## src/rtl/genius_pkg.sv

```systemverilog
// Shared types and colour constants for the Genius quadrant renderer:
// quadrant encoding, flash-sequencer states and full-intensity base colours.
package genius_pkg;

    typedef enum logic [1:0] {
        Q_GREEN  = 2'd0,
        Q_RED    = 2'd1,
        Q_YELLOW = 2'd2,
        Q_BLUE   = 2'd3
    } quad_t;

    typedef enum logic [1:0] {
        IDLE = 2'd0,
        ARM  = 2'd1,
        LIT  = 2'd2,
        GAP  = 2'd3
    } state_t;

    localparam logic [23:0] COL_GREEN  = 24'h00FF00;
    localparam logic [23:0] COL_RED    = 24'hFF0000;
    localparam logic [23:0] COL_YELLOW = 24'hFFFF00;
    localparam logic [23:0] COL_BLUE   = 24'h0000FF;

    function automatic logic [23:0] base_colour(input quad_t q);
        logic [23:0] c;
        case (q)
            Q_GREEN:  c = COL_GREEN;
            Q_RED:    c = COL_RED;
            Q_YELLOW: c = COL_YELLOW;
            default:  c = COL_BLUE;
        endcase
        return c;
    endfunction

endpackage

```

## src/rtl/genius_flash_seq.sv

```systemverilog
// Command handshake and lit/gap sequencer; all state changes after ARM
// happen on frame_start so a lit period always covers whole frames.
module genius_flash_seq
    import genius_pkg::*;
#(
    parameter int GAP_FRAMES = 4
) (
    input  logic       VGA_CLK,
    input  logic       reset,
    input  logic       frame_start,
    input  logic       cmd_valid,
    output logic       cmd_ready,
    input  logic [1:0] cmd_quad,
    input  logic [7:0] cmd_frames,
    output logic       busy,
    output logic       lit_on,
    output logic [1:0] lit_quad,
    output state_t     state
);

    // Handshake: a command transfers on a clock edge where cmd_valid and
    // cmd_ready are both 1; cmd_ready is high only in IDLE, so a source that
    // offers while busy simply holds its command until the block returns.

    state_t     state_nxt;
    logic [7:0] cnt, cnt_nxt;
    logic [7:0] frames_q, frames_nxt;
    logic [1:0] quad_q, quad_nxt;

    always_ff @(posedge VGA_CLK) begin
        if (reset) begin
            state    <= IDLE;
            cnt      <= 8'd0;
            frames_q <= 8'd0;
            quad_q   <= 2'd0;
        end else begin
            state    <= state_nxt;
            cnt      <= cnt_nxt;
            frames_q <= frames_nxt;
            quad_q   <= quad_nxt;
        end
    end

    always_comb begin
        state_nxt  = state;
        cnt_nxt    = cnt;
        frames_nxt = frames_q;
        quad_nxt   = quad_q;
        case (state)
            IDLE: begin
                if (cmd_valid) begin
                    state_nxt  = ARM;
                    frames_nxt = cmd_frames;
                    quad_nxt   = cmd_quad;
                end
            end
            ARM: begin
                if (frame_start) begin
                    state_nxt = LIT;
                    cnt_nxt   = (frames_q == 8'd0) ? 8'd1 : frames_q;
                end
            end
            LIT: begin
                if (frame_start) begin
                    if (cnt == 8'd1) begin
                        cnt_nxt   = 8'(GAP_FRAMES);
                        state_nxt = (GAP_FRAMES == 0) ? IDLE : GAP;
                    end else begin
                        cnt_nxt = cnt - 8'd1;
                    end
                end
            end
            GAP: begin
                if (frame_start) begin
                    cnt_nxt = cnt - 8'd1;
                    if (cnt == 8'd1) state_nxt = IDLE;
                end
            end
            default: state_nxt = IDLE;
        endcase
    end

    assign cmd_ready = (state == IDLE);
    assign busy      = (state != IDLE);
    assign lit_on    = (state == LIT);
    assign lit_quad  = quad_q;

endmodule

```

## src/rtl/genius_quad_renderer.sv

```systemverilog
// Colour stage for the four Genius quadrants, one register of latency.
// Optional GENIUS_BORDER_EN draws a 4-pixel black cross between quadrants.
module genius_quad_renderer
    import genius_pkg::*;
#(
    parameter int H_ACTIVE   = 640,
    parameter int V_ACTIVE   = 480,
    parameter int GAP_FRAMES = 4,
    parameter int DIM_SHIFT  = 1
) (
    input  logic       VGA_CLK,
    input  logic       reset,
    input  logic [9:0] pix_x,
    input  logic [9:0] pix_y,
    input  logic       pix_active,
    input  logic       frame_start,
    input  logic       cmd_valid,
    output logic       cmd_ready,
    input  logic [1:0] cmd_quad,
    input  logic [7:0] cmd_frames,
    output logic       busy,
    output logic [1:0] lit_quad,
    output logic       lit_on,
    output logic [7:0] VGA_R,
    output logic [7:0] VGA_G,
    output logic [7:0] VGA_B,
    output logic       active_d
);

    localparam logic [9:0] H_HALF = 10'(H_ACTIVE / 2);
    localparam logic [9:0] V_HALF = 10'(V_ACTIVE / 2);

    state_t      seq_state;
    quad_t       quad;
    logic [23:0] base;
    logic [23:0] dim;
    logic        quad_lit;
    logic        on_border;

    genius_flash_seq #(
        .GAP_FRAMES(GAP_FRAMES)
    ) u_seq (
        .VGA_CLK    (VGA_CLK),
        .reset      (reset),
        .frame_start(frame_start),
        .cmd_valid  (cmd_valid),
        .cmd_ready  (cmd_ready),
        .cmd_quad   (cmd_quad),
        .cmd_frames (cmd_frames),
        .busy       (busy),
        .lit_on     (lit_on),
        .lit_quad   (lit_quad),
        .state      (seq_state)
    );

    always_comb begin
        quad     = quad_t'({pix_y >= V_HALF, pix_x >= H_HALF});
        base     = base_colour(quad);
        dim      = {base[23:16] >> DIM_SHIFT, base[15:8] >> DIM_SHIFT, base[7:0] >> DIM_SHIFT};
        quad_lit = (seq_state == LIT) && (lit_quad == quad);
    end

`ifdef GENIUS_BORDER_EN
    localparam logic [9:0] H_B_LO = 10'(H_ACTIVE / 2 - 2);
    localparam logic [9:0] H_B_HI = 10'(H_ACTIVE / 2 + 1);
    localparam logic [9:0] V_B_LO = 10'(V_ACTIVE / 2 - 2);
    localparam logic [9:0] V_B_HI = 10'(V_ACTIVE / 2 + 1);
    assign on_border = ((pix_x >= H_B_LO) && (pix_x <= H_B_HI)) ||
                       ((pix_y >= V_B_LO) && (pix_y <= V_B_HI));
`else
    assign on_border = 1'b0;
`endif

    always_ff @(posedge VGA_CLK) begin
        if (reset) begin
            {VGA_R, VGA_G, VGA_B} <= 24'd0;
            active_d              <= 1'b0;
        end else begin
            active_d <= pix_active;
            if (!pix_active || on_border)
                {VGA_R, VGA_G, VGA_B} <= 24'd0;
            else if (quad_lit)
                {VGA_R, VGA_G, VGA_B} <= base;
            else
                {VGA_R, VGA_G, VGA_B} <= dim;
        end
    end

endmodule

```

## config.mk

```make
export PLATFORM = sky130hd
export DESIGN_NAME = genius_quad_renderer
export DESIGN_NICKNAME = d
export VERILOG_FILES = /design/src/rtl/genius_pkg.sv /design/src/rtl/genius_flash_seq.sv /design/src/rtl/genius_quad_renderer.sv
export SDC_FILE = /design/constraint.sdc
export NUM_CORES = 1
export LEC_CHECK = 0
export ABC_CLOCK_PERIOD_IN_PS = 1900
export CELL_PAD_IN_SITES_DETAIL_PLACEMENT = 1
export CELL_PAD_IN_SITES_GLOBAL_PLACEMENT = 1
export CORE_MARGIN = 4
export CORE_UTILIZATION = 28
export CTS_BUF_LIST = sky130_fd_sc_hd__clkbuf_8
export DETAILED_ROUTE_END_ITERATION = 8
export GPL_TIMING_DRIVEN = 0
export PLACE_DENSITY_LB_ADDON = 0.1
export SYNTH_ARGS = -nofsm -noshare
export SYNTH_HDL_FRONTEND = slang
export SYNTH_HIERARCHICAL = 1
export SYNTH_SLANG_ARGS = --single-unit
```

## constraint.sdc

```tcl
create_clock -name VGA_CLK -period 1.9 [get_ports VGA_CLK]
set_input_delay 0.19 -clock VGA_CLK [delete_from_list [all_inputs] [get_ports VGA_CLK]]
set_output_delay 0.19 -clock VGA_CLK [all_outputs]
set_load 0.005 [all_outputs]
```

Word level (Yosys, flattened, before mapping)
Index checks and enable logic that the tools add are counted.

ROM bits: 0. Register bits: 45. Memories: 0. Latch bits: 0. RAM bits: 0. Bits of input ports: 35. Output and inout bits: 30. Logic and storage cells: 57.

Multiply operators: 0. Bitwise logic cells: 2. Mux-type cells: 17. Shift-type cells: 0. $add $sub $neg: 1. Divide/modulo/power cells: 0. Reduce and logical (&&, ||, !) cells: 11. $lt $le $gt $ge: 2. Eq/ne operators: 13.

Operator list (number): 24-bit one-hot mux with 3 select lines (1); 8-bit 2-to-1 mux (5); 8-bit one-hot mux with 3 select lines (1); 7-bit 2-to-1 mux (3); 2-bit 2-to-1 mux (6); 10-bit by 8-bit >= comparator with 1-bit output, second input constant (1); 10-bit by 9-bit >= comparator with 1-bit output, second input constant (1); 8-bit by 1-bit == test with 1-bit output, second input constant (1); 8-bit zero test (1); 2-bit != test, second input constant (4); 2-bit one-hot mux with 4 select lines (1); 8-bit by 1-bit subtractor with 8-bit output, second input constant (1); 2-bit == test, second input constant (3); 6-bit AND reduction (1); 2-bit by 1-bit == test with 1-bit output, second input constant (2); 2-bit zero test (2); 2-bit by 1-bit != test with 1-bit output, second input constant (2); 4-bit AND reduction (1); 3-bit nonzero test (1); 3-bit OR reduction (1); 2-bit == test (1); 1-bit inverter (2); 2-bit AND reduction (1); 2-bit nonzero test (1); other kinds (2) (2).

Depth between registers and ports, before layout
Gate-level depths: netlist of run 1.

Depth after elaboration: 5. Gate-level depth with buffers: 7. Depth with buffers taken out: 6.

Cells and area by module
The synthesis of run 1 kept the hierarchy.

By module, submodules not included: genius_flash_seq (area an instance 1161.1 µm², seq. area each 400.4 µm², times used 1, cells an instance 147); genius_quad_renderer (area an instance 444.2 µm², seq. area each 140.1 µm², times used 1, cells an instance 48).

Least setup slack after synthesis of run 1
No wires, ideal clock.

Kind: register -> register. Start: register u_seq.state[0]. End: register u_seq.cnt[4]. Data arrival time: 1824 ps. Data required time: 1765 ps. Buffers on the path: 1. Slack: -59 ps. Cell stages (with the launch flop): 8. Period minus slack after synthesis: 1959 ps. Setup time: 135 ps. Cell sequence: dfxtp_1 -> inv_1 -> ha_1 -> nor3_1 -> o22a_1 -> clkbuf_1 -> mux2i_1 -> o22ai_1.

Longest elaborated chain between the ends: 3. Elaborated cells on any way between the ends: 9. Those cells by class: eq/ne (6); mux (1); reduce/logical (2).

RTL lines: from (decl) (RTL line genius_flash_seq.sv:18) `output state_t state`; from (signal assigned) (RTL line genius_flash_seq.sv:37) `state <= state_nxt;`; 2-bit == test *; via lit_on (RTL line genius_quad_renderer.sv:23) `output logic lit_on,`; 2-bit != test (no line) / 3-bit nonzero test (equally long branches); 4-bit AND reduction (no line); to (signal assigned) (RTL line genius_flash_seq.sv:38) `cnt <= cnt_nxt;`; to (decl) (RTL line genius_flash_seq.sv:26) `logic [7:0] cnt, cnt_nxt;`.

The timed path passes the listed nets; every way through them passes the cells marked *. A chain may end at the register's enable or synchronous reset.

Worst setup path in the final report of run 1
Start: register u_seq.cnt[3]. End: register u_seq.cnt[7].

Longest elaborated chain between the ends: 4. Elaborated cells on any way between the ends: 6. Those cells by class: add/sub (1); eq/ne (1); mux (4).

RTL lines: 8-bit by 1-bit subtractor with 8-bit output / 8-bit by 1-bit == test with 1-bit output (equally long branches) (RTL line genius_flash_seq.sv:69, genius_flash_seq.sv:75, genius_flash_seq.sv:65); 8-bit 2-to-1 mux (RTL line genius_flash_seq.sv:65) `if (cnt == 8'd1) begin`; 8-bit 2-to-1 mux (RTL line genius_flash_seq.sv:64) `if (frame_start) begin`; 8-bit one-hot mux with 3 select lines * (RTL line genius_flash_seq.sv:49) `case (state)`.

Mark *: on every way between the ends. The rest lies on a longest branch, timed or not. The select of a mux whose other input is x is not followed.

==> run_results.csv, run 1 <==
group,metric,value,unit
timing,layout_setup_ws,-63.8,ps
detailed_routing,first_pass_iters,4,
synth,syn-num-nets,237,
finish,fill_cells,680,
timing,slew_violations,0,
power_and_ir_drop,finalPower,2.75,mW
critical_path,start_kind,"register",
detailed_routing,highest_layer,"met4",
timing,rsz0062_at_grt,"true",
timing,fin_crit_sh,103,%
placement,place_area,2240,um^2
critical_path,crit_required,2100,ps
timing,setup_violations,1,
synth,syn_area_per_cell,8.23,um^2
timing,max_freq,0.509,GHz
grt,grt_max_degree,15,
detailed_routing,drt-met1-wl,2150,um
status,violations,"negative setup slack",
flow_run,max_cap_violations,0,
hold_path,hp-class,"in2reg",
detailed_routing,wl_per_cell,14.0,um
detailed_routing,met3_length,188,um
grt,globalRouteTotalUtil,12.8,%
clock_tree,htreeDepth,1,
power_and_ir_drop,p_leak,0.893,nW
status,outcome,"finished with violations",
synth,ys_types,44,
detailed_routing,routed_wl,4540,um
clock_tree,clkLatencyLatePin,280,ps
clock_tree,cts.sinks,27,
critical_path,worst_ep_arrival_time,2160,ps
clock_tree,cts-root-buf,"clkbuf_8",
critical_path,path_class,"reg2reg",
finish,fin_nets,296,
placement,port-buffer-count,54,
floorplanning,die_h,83.7,um
power_and_ir_drop,p_per_area,1180,nW/um^2
grt,grt.overflow.total,0,
synth,yosys-top-cells-area,"dfxtp_1, buf_4, a21oi_1, nand2_1, ha_1",
clock_tree,cts_buffer_depth,2,
timing,holdWs,442,ps
timing,slew_headroom,65.3,%
detailed_routing,drtAntennaViolNets,0,
floorplanning,start_util,29.0,%
timing,tns,-63.8,ps
finish,layout.cells.non_filler,325,
floorplanning,dieArea,7010,um^2
timing,finClkSkew,7.53,ps
floorplanning,coreArea,5540,um^2
placement,hpwlAfterDp,3570,um
placement,place_inst,321,
finish,insertedDiodeCount,0,
floorplanning,die_x,83.7,um
critical_path,endpoint_kind,"register",
timing,min_period,1960,ps
synth,synth_seq_cells,27,
grt,grt_pass1_wl,7520,um
clock_tree,hold_buffers,0,
placement,gp_congestion,0.755,
detailed_routing,met2_length,2180,um
finish,postLayoutCellArea,2330,um^2
synth,postSynthCellCount,195,
synth,yosysWarnings,6,
synth,synth_area_leader_cell,"dfxtp_1",
clock_tree,cts_buffers,3,
timing,worstMarginPinSlew,521,ps
grt,grt_pass1_vias,1485,
grt,grt_antenna_before_repair,0,
finish,drive_above_1_share,17.4,%
finish,area_growth_syn_to_layout,45.1,%
critical_path,worstPathMaxFanout,8,
clock_tree,clkTransAtPathRegs,100,ps
synth,synth_top_area_share,33.7,%
timing,final_hold_viol_count,0,
synth,syn-cell-area,1610,um^2
detailed_routing,dr_total_vias,1564,
detailed_routing,via_per_inst,4.81,
floorplanning,row_count,27,
clock_tree,cts_tree,"built",
floorplanning,ios,65,
detailed_routing,drc,0,
power_and_ir_drop,max-vdd-ir-drop,412,uV
synth,seq_area_frac_synth,33.7,%
detailed_routing,drt_iter0_drc,45,
==> registers in the layout, indices dropped and copies added (netlist names) <==
register and count:
VGA_B 2, u_seq/state 2, u_seq/frames_q 8, active_d 1, u_seq/cnt 8, u_seq/lit_quad 2, VGA_R 2, VGA_G 2
==> report_power, final <==
group          internal, mW  total (mW)  switching [mW]
sequential            0.688       0.819           0.131
combinational         0.774        1.59           0.816
clock                 0.145       0.340           0.195
==> metrics by stage <==
step | setup WS (ps) | util [%]
after floorplan | 15.4 | -
after CTS | 4.40 | 41.8
final | -63.8 | 42.0
after detailed placement | -364 | 40.4
after global routing | -81.0 | 42.0
after global placement | -343 | 40.4
==> worst paths after layout <==
path | depth (start not counted) | start | endpoint | slack, ps
worst min register to register | 2 | u_seq/frames_q[0] | u_seq/frames_q[0] | 470
worst max-delay path | 5 | u_seq/cnt[3] | u_seq/cnt[7] | -60
worst min-delay path | 3 | cmd_frames[4] | u_seq/frames_q[4] | 440
worst max register to register | 5 | u_seq/cnt[3] | u_seq/cnt[7] | -60
==> cell families after synthesis <==
| kind of cell | after synthesis | synth area share, % |
|---|---|---|
| AND/OR/NAND/NOR | 67 | 22.3 |
| multiplexers | 3 | 1.87 |
| flip-flops | 27 | 33.7 |
| XOR/XNOR | 1 | 0.546 |
| adder cells (fa/ha/maj) | 7 | 5.46 |
| buffers and inverters | 36 | 13.1 |
| AO/OA/AOI/OAI | 54 | 23.1 |
==> layout make-up <==
class                      count  area, um^2  area share [%]
clock inverter                 1        3.75           0.161
clock buffer                   3        41.3            1.77
timing repair buffer          56         556            23.9
tap                           72        90.1            3.87
sequential                    27         546            23.4
buffer                        24         170            7.31
inverter                      10        37.5            1.61
multi-input combinational    132         885            38.0
==> Yosys cell counts, drive strengths merged <==
library cell and n:
o31a 3, or2 2, nor4 4, o31ai 1, ha 7, nor3 5, clkbuf 6, nand3 1
o21a 1, nand2b 5, o211ai 1, o22a 2, and2 6, and2b 1, inv 10, and4bb 1
a21oi 20, xnor2 1, o311ai 1, or3b 1, a311oi 1, o21ai 5, and4 1, a211o 1
o2111ai 1, or3 1, a2bb2oi 2, dfxtp 27, mux2i 3, buf 20, nand2 26, o221ai 2
o22ai 4, nor2 8, nor2b 1, a211oi 5, nand4 1, nand4b 1, o32ai 1, a31oi 3
or4 2
==> cell usage in the layout, fill, tap and decap left out, types with 2 or more instances in the layout <==
master / Yosys / final
a21oi_1: 20 / 20
a31oi_1: 3 / 3
a2bb2oi_1: 2 / 2
mux2i_1: 3 / 3
or4_4: 2 / 2
o31a_2: 2 / 2
dfxtp_2: 0 / 4
o22ai_1: 4 / 4
nor4_1: 4 / 4
or2_2: 2 / 2
nand2b_1: 5 / 5
buf_4: 18 / 21
dfxtp_1: 27 / 23
o221ai_1: 2 / 2
inv_1: 10 / 11
a211oi_1: 5 / 5
nor2_1: 8 / 8
nand2_1: 26 / 26
clkbuf_1: 6 / 2
o22a_1: 2 / 2
clkbuf_8: 0 / 3
nor3_1: 5 / 4
o21ai_0: 5 / 5
ha_1: 7 / 6
and2_1: 6 / 6
clkdlybuf4s50_1: 0 / 54
==> per-layer routing <==
| metal | vias to the layer above | global-route usage [%] |
|---|---|---|
| met5 | - | 0 |
| met4 | 0 | 3.07 |
| met3 | 2 | 1.58 |
| met2 | 43 | 22.2 |
| met1 | 724 | 16.9 |
| li1 | 795 | - |
==> critical path, stage by stage (launching register included) <==
cell and delay [ps]:
dfxtp_2 330, buf_6 120, or4_4 490, or4_4 440, o31a_1 280, o32ai_2 220
==> what timing repair did <==
action,in CTS,in global routing
endpoints found under the setup margin,9,10
pin swaps,1,1
resized for setup,6,8
buffers inserted,1,1
(Power assumes the default switching activity.)
==> run 2: changes to the inputs <==
- GPL_TIMING_DRIVEN: 0 -> not set
- SYNTH_HIERARCHICAL: 1 -> not set
==> run 2 against run 1 <==
- the run now ends clean
- utilization fell by 1.5 points
- total power fell by 1.1%
- register-to-register slack improved by 210 ps
- count of clock-buffer cells in the layout did not move
- critical endpoint is now lit_on
- worst hold slack improved by 3.7 ps
- die area fell by 4.2%
- combinational power fell by 4%
- via count fell by 10%
- largest cell class unchanged
- clock skew rose by 5.2 ps
- flip-flop and latch count did not move
- highest routed layer unchanged
==> run_results.csv, run 2 <==
group,metric,value,unit
finish,area_growth_syn_to_layout,37.8,%
finish,largestRegisters,"u_seq.cnt x8, u_seq.frames_q x8",
synth,synthFlopType,"dfxtp_1",
clock_tree,cts_buffer_depth,2,
detailed_routing,routed_wl,4480,um
timing,setup_violations,0,
synth,seq_area_frac_synth,35.3,%
grt,grt_pass1_vias,1547,
clock_tree,clkTransAtPathRegs,110,ps
synth,synth_edf_count,0,
synth,postSynthCellCount,180,
timing,slew_headroom,69.7,%
finish,mostFrequentLayoutCells,"clkdlybuf4s50_1, nand2_1, dfxtp_1, a21oi_1, nor2_1",
synth,yosys-top-cells-area,"dfxtp_1, buf_4, nand2_1, ha_1, a21oi_1",
timing,fin_crit_sh,94.3,%
floorplanning,dieArea,6710,um^2
placement,place_inst,285,
synth,syn-cell-area,1530,um^2
floorplanning,die_x,81.9,um
synth,ys_types,49,
synth,synth_top_area_share,35.3,%
floorplanning,ios,65,
placement,hpwlAfterDp,3610,um
finish,postLayoutCellArea,2110,um^2
timing,final_hold_viol_count,0,
grt,grt_pass1_wl,7620,um
clock_tree,cts_buffers,3,
detailed_routing,drc,0,
power_and_ir_drop,p_per_area,1290,nW/um^2
finish,layout.cells.non_filler,289,
floorplanning,coreArea,5200,um^2
finish,insertedDiodeCount,0,
synth,synth_area_leader_cell,"dfxtp_1",
grt,grt_antenna_before_repair,0,
timing,holdWs,446,ps
finish,drive_above_1_share,11.0,%
placement,port-buffer-count,54,
hold_path,hp-class,"in2reg",
detailed_routing,first_pass_iters,4,
timing,slew_violations,0,
timing,worstMarginPinSlew,451,ps
status,outcome,"finished clean",
critical_path,worstPathMaxFanout,6,
grt,globalRouteTotalUtil,14.7,%
detailed_routing,drt_iter0_drc,72,
critical_path,worst_ep_arrival_time,1600,ps
finish,final_common_cell,"clkdlybuf4s50_1",
grt,grt_max_degree,17,
synth,yosysWarnings,0,
clock_tree,cts_tree,"built",
floorplanning,start_util,29.4,%
synth,yosys-top-cells-count,"nand2_1, dfxtp_1, buf_4",
grt,grt.overflow.total,0,
synth,synth_seq_cells,27,
synth,async_reset_ff_share,0,%
critical_path,start_kind,"register",
finish,fin_nets,262,
placement,gp_congestion,0.826,
flow_run,max_cap_violations,0,
critical_path,endpoint_kind,"primary output",
placement,place_area,2030,um^2
clock_tree,hold_buffers,0,
timing,finClkSkew,12.7,ps
detailed_routing,via_per_inst,4.87,
floorplanning,die_h,81.9,um
timing,rsz0062_at_grt,"false",
power_and_ir_drop,p_leak,0.783,nW
synth,yosysMostFrequentCell,"nand2_1",
power_and_ir_drop,max-vdd-ir-drop,456,uV
detailed_routing,wl_per_cell,15.5,um
clock_tree,clkLatencyLatePin,280,ps
timing,tns,0,ps
clock_tree,cts.sinks,27,
critical_path,crit_required,1710,ps
timing,max_freq,0.558,GHz
detailed_routing,drtAntennaViolNets,0,
clock_tree,cts-root-buf,"clkbuf_8",
synth,syn-num-nets,222,
critical_path,path_class,"reg2out",
clock_tree,htreeDepth,1,
timing,min_period,1790,ps
floorplanning,row_count,26,
synth,syn_area_per_cell,8.50,um^2
detailed_routing,dr_total_vias,1407,
## run 2: what timing repair did
action	in CTS	in global routing
resized for setup	2	6
setup endpoints to repair	1	9
buffers inserted	0	0
## run 2: through the flow
stage	power (mW)	setup WS, ps	utilization [%]
after CTS	2.73	16.6	40.0
after detailed placement	2.34	33.9	39.0
after global routing	2.97	10.6	40.5
final	2.72	109	40.5
after global placement	2.27	79.8	39.0
after floorplan	1.83	158	-
## run 2: layer usage
layer	vias up	GRT usage, %	part of all wire (%)
met1	680	18.3	44
met3	2	2.52	3.5
met5	-	0	0
met4	0	3.99	0.54
li1	699	-	-
met2	26	25.8	52
## run 2: path summary, 6_finish.rpt
| kind | from | endpoint | slack (ps) | cells after the start |
|---|---|---|---|---|
| min | cmd_frames[6] | u_seq.frames_q[6] | 450 | 3 |
| max reg2reg | u_seq.state[1] | u_seq.cnt[5] | 150 | 6 |
| max | u_seq.state[0] | lit_on | 110 | 4 |
| min reg2reg | u_seq.frames_q[7] | u_seq.frames_q[7] | 470 | 2 |
## run 2: logic make-up (layout without fill, tap and decap cells)
logic type | Yosys count | count (layout) | share of synthesized area (%)
AND/OR/NAND/NOR | 68 | 68 | 24.0
AO/OA/AOI/OAI | 44 | 44 | 20.4
buffers and inverters | 31 | 70 | 12.7
flip-flops | 27 | 27 | 35.3
adder cells (fa/ha/maj) | 7 | 7 | 5.72
XOR/XNOR | 2 | 2 | 1.14
multiplexers | 1 | 1 | 0.654
## run 2: worst max-delay path, cell delays in order (launching register included)
cell,delay [ps]
dfxtp_1,340
inv_1,150
ha_4,200
buf_4,130
clkdlybuf4s50_1,500
## run 2: report_power, final
part           total (mW)  switching, mW  internal, mW
sequential          0.850          0.163         0.687
combinational        1.52          0.814         0.704
clock               0.351          0.202         0.149
## run 2: area by class of cell
| type | instances | area (um^2) |
|---|---|---|
| Timing Repair Buffer | 59 | 581 |
| Clock buffer | 3 | 41.3 |
| Sequential cell | 27 | 542 |
| Tap cell | 70 | 87.6 |
| Multi-Input combinational cell | 122 | 823 |
| Inverter | 7 | 26.3 |
| Clock inverter | 1 | 7.51 |
| Fill cell | 630 | 3100 |
==> run 3: changes to the inputs <==
- ABC_AREA: not set -> 1
- CORE_UTILIZATION: 28 -> 27
- HOLD_SLACK_MARGIN: not set -> 0.08
==> run 3 against run 2 <==
- flip-flop and latch count is the same
- die area increased by 4.6%
- critical path depth shrank 1
- synthesized cell count rose by 21%
- fmax rose by 1.0%
- clock skew is 8.5 ps lower
- sequential power increased by 5.1%
- register-to-register slack better by 210 ps
- cell count rose by 15%
- total power increased by 7.2%
- via count grew 2.2%
- synthesized area rose by 1.4%
==> run_results.csv, run 3 <==
group,metric,value,unit
status,outcome,"finished clean",
synth,syn-num-nets,260,
hold_path,hp-class,"reg2reg",
timing,rsz0062_at_grt,"false",
clock_tree,cts_tree,"built",
finish,postLayoutCellArea,2110,um^2
floorplanning,start_util,28.0,%
critical_path,crit_slowest_cell,"clkdlybuf4s50_1",
flow_run,max_cap_violations,0,
finish,final_util,38.1,%
placement,gp_congestion,0.755,
timing,finClkSkew,4.19,ps
grt,grt_max_degree,20,
detailed_routing,drc,0,
timing,tns,0,ps
clock_tree,cts_buffers,3,
synth,yosysMostFrequentCell,"nand2_1",
critical_path,start_kind,"register",
critical_path,slowest_delay,560,ps
floorplanning,die_h,83.8,um
critical_path,worst_ep_arrival_time,1580,ps
finish,largestRegisters,"u_seq.cnt x8, u_seq.frames_q x8",
synth,seq_area_frac_synth,34.8,%
detailed_routing,via_per_inst,4.34,
grt,grt.overflow.total,0,
detailed_routing,routed_wl,4070,um
critical_path,crit_path_cell_trace,"inv_1 -> ha_1 -> clkdlybuf4s50_1",
timing,max_freq,0.564,GHz
timing,holdWs,465,ps
critical_path,reg2reg_to,"u_seq.cnt[0]",
power_and_ir_drop,finalPower,2.92,mW
critical_path,reg2regPathDepth,10,
synth,syn-cell-area,1550,um^2
critical_path,crit_end,"lit_on",
synth,yosysWarnings,0,
timing,layout_setup_ws,127,ps
finish,fill_cells,702,
timing,min_period,1770,ps
grt,grt_pass1_vias,1473,
finish,insertedDiodeCount,0,
critical_path,path_class,"reg2out",
placement,hpwlAfterDp,3300,um
timing,fin_crit_sh,93.3,%
synth,async_reset_ff_share,0,%
timing,setup_violations,0,
clock_tree,clkLatencyLatePin,280,ps
hold_path,min_from,"u_seq.frames_q[0]",
critical_path,worstPathMaxFanout,5,
clock_tree,cts.sinks,27,
timing,slew_headroom,76.5,%
placement,port-buffer-count,54,
grt,globalRouteTotalUtil,12.0,%
synth,synth_seq_cells,27,
finish,area_growth_syn_to_layout,36.1,%
finish,fin_nets,302,
power_and_ir_drop,p_leak,0.899,nW
finish,seq_area,543,um^2
timing,slew_violations,0,
synth,yosys-top-cells-area,"dfxtp_1, buf_4, nand2_1, nor2_1, a21oi_1",
grt,grt_pass1_wl,6920,um
finish,final_common_cell,"clkdlybuf4s50_1",
detailed_routing,wl_per_cell,12.3,um
detailed_routing,first_pass_iters,4,
finish,multiInputGateArea,757,um^2
timing,worstMarginPinSlew,351,ps
detailed_routing,drt_iter0_drc,58,
floorplanning,dieArea,7020,um^2
clock_tree,clkTransAtPathRegs,100,ps
finish,mostFrequentLayoutCells,"clkdlybuf4s50_1, nand2_1, nor2_1, dfxtp_1, inv_1",
placement,place_inst,327,
power_and_ir_drop,max-vdd-ir-drop,736,uV
clock_tree,cts_setup_buffers,0,
synth,synth_top_area_share,34.8,%
clock_tree,cts_buffer_depth,2,
synth,synthFlopType,"dfxtp_1",
floorplanning,coreArea,5540,um^2
synth,synth_area_leader_cell,"dfxtp_1",
detailed_routing,drtAntennaViolNets,0,
placement,place_ws,313,ps
synth,yosys-top-cells-count,"nand2_1, nor2_1, dfxtp_1",
synth,postSynthCellCount,218,
critical_path,crit_start,"u_seq.state[0]",
synth,syn_area_per_cell,7.12,um^2
clock_tree,htreeDepth,1,
floorplanning,die_x,83.8,um
timing,final_hold_viol_count,0,
critical_path,endpoint_kind,"primary output",
critical_path,crit_required,1710,ps
detailed_routing,dr_total_vias,1438,
clock_tree,cts-root-buf,"clkbuf_8",
power_and_ir_drop,p_per_area,1380,nW/um^2
finish,layout.cells.non_filler,331,
critical_path,reg2reg_from,"u_seq.state[0]",
finish,drive_above_1_share,10.8,%
placement,place_area,2060,um^2
synth,synth_edf_count,0,
floorplanning,ios,65,
floorplanning,row_count,27,
clock_tree,hold_buffers,0,
synth,ys_types,25,
grt,grt_antenna_before_repair,0,
critical_path,r2r_slack,360,ps
## run 3: cell type report
class	count	area share (%)
Sequential cell	27	25.7
Clock inverter	1	0.178
Clock buffer	3	1.95
Timing Repair Buffer	58	27.1
Inverter	27	4.92
Multi-Input combinational cell	143	35.8
Tap cell	72	4.27
## run 3: metal layers
layer	wire, um	vias up	track usage, %
met1	1840	646	14.4
li1	-	760	-
met5	0	-	0
met2	1990	27	21.0
met4	38	0	2.63
met3	199	5	3.65
## run 3: power by group
group	switching, mW	total, mW	leakage [nW]	internal, mW
Clock	0.193	0.339	0.0269	0.146
Combinational	0.996	1.68	0.649	0.689
Sequential	0.148	0.893	0.223	0.745
## run 3: kinds of logic (layout without fill, tap and decap cells)
group | after synthesis | after routing | synth area share [%]
simple gates | 88 | 88 | 26.3
xor+xnor | 1 | 1 | 0.565
buf+inv | 48 | 89 | 16.4
flops | 27 | 27 | 34.8
compound gates | 47 | 47 | 16.3
fa+ha+maj | 7 | 7 | 5.64
## run 3: what timing repair did
action | CTS | global route
resized for setup | 1 | 2
endpoints found under the setup margin | 1 | 1
pin swaps | 0 | 0
## run 3: worst min path at each step
| stage | to | slack [ps] | depth (start not counted) |
|---|---|---|---|
| after CTS | u_seq.frames_q[0] | 470 | 2 |
| after global routing | u_seq.state[1] | 470 | 2 |
| after global placement | u_seq.frames_q[0] | 440 | 2 |
| final | u_seq.frames_q[0] | 460 | 2 |
| after detailed placement | u_seq.frames_q[0] | 450 | 2 |
| after floorplan | u_seq.state[1] | 250 | 1 |
## run 3: worst max-delay path, delay by kind of cell (launching register included)
| kind | cells | cell delay (ps) |
|---|---|---|
| buffers and inverters | 2 | 640 |
| flip-flops | 1 | 350 |
| adder cells (fa/ha/maj) | 1 | 310 |
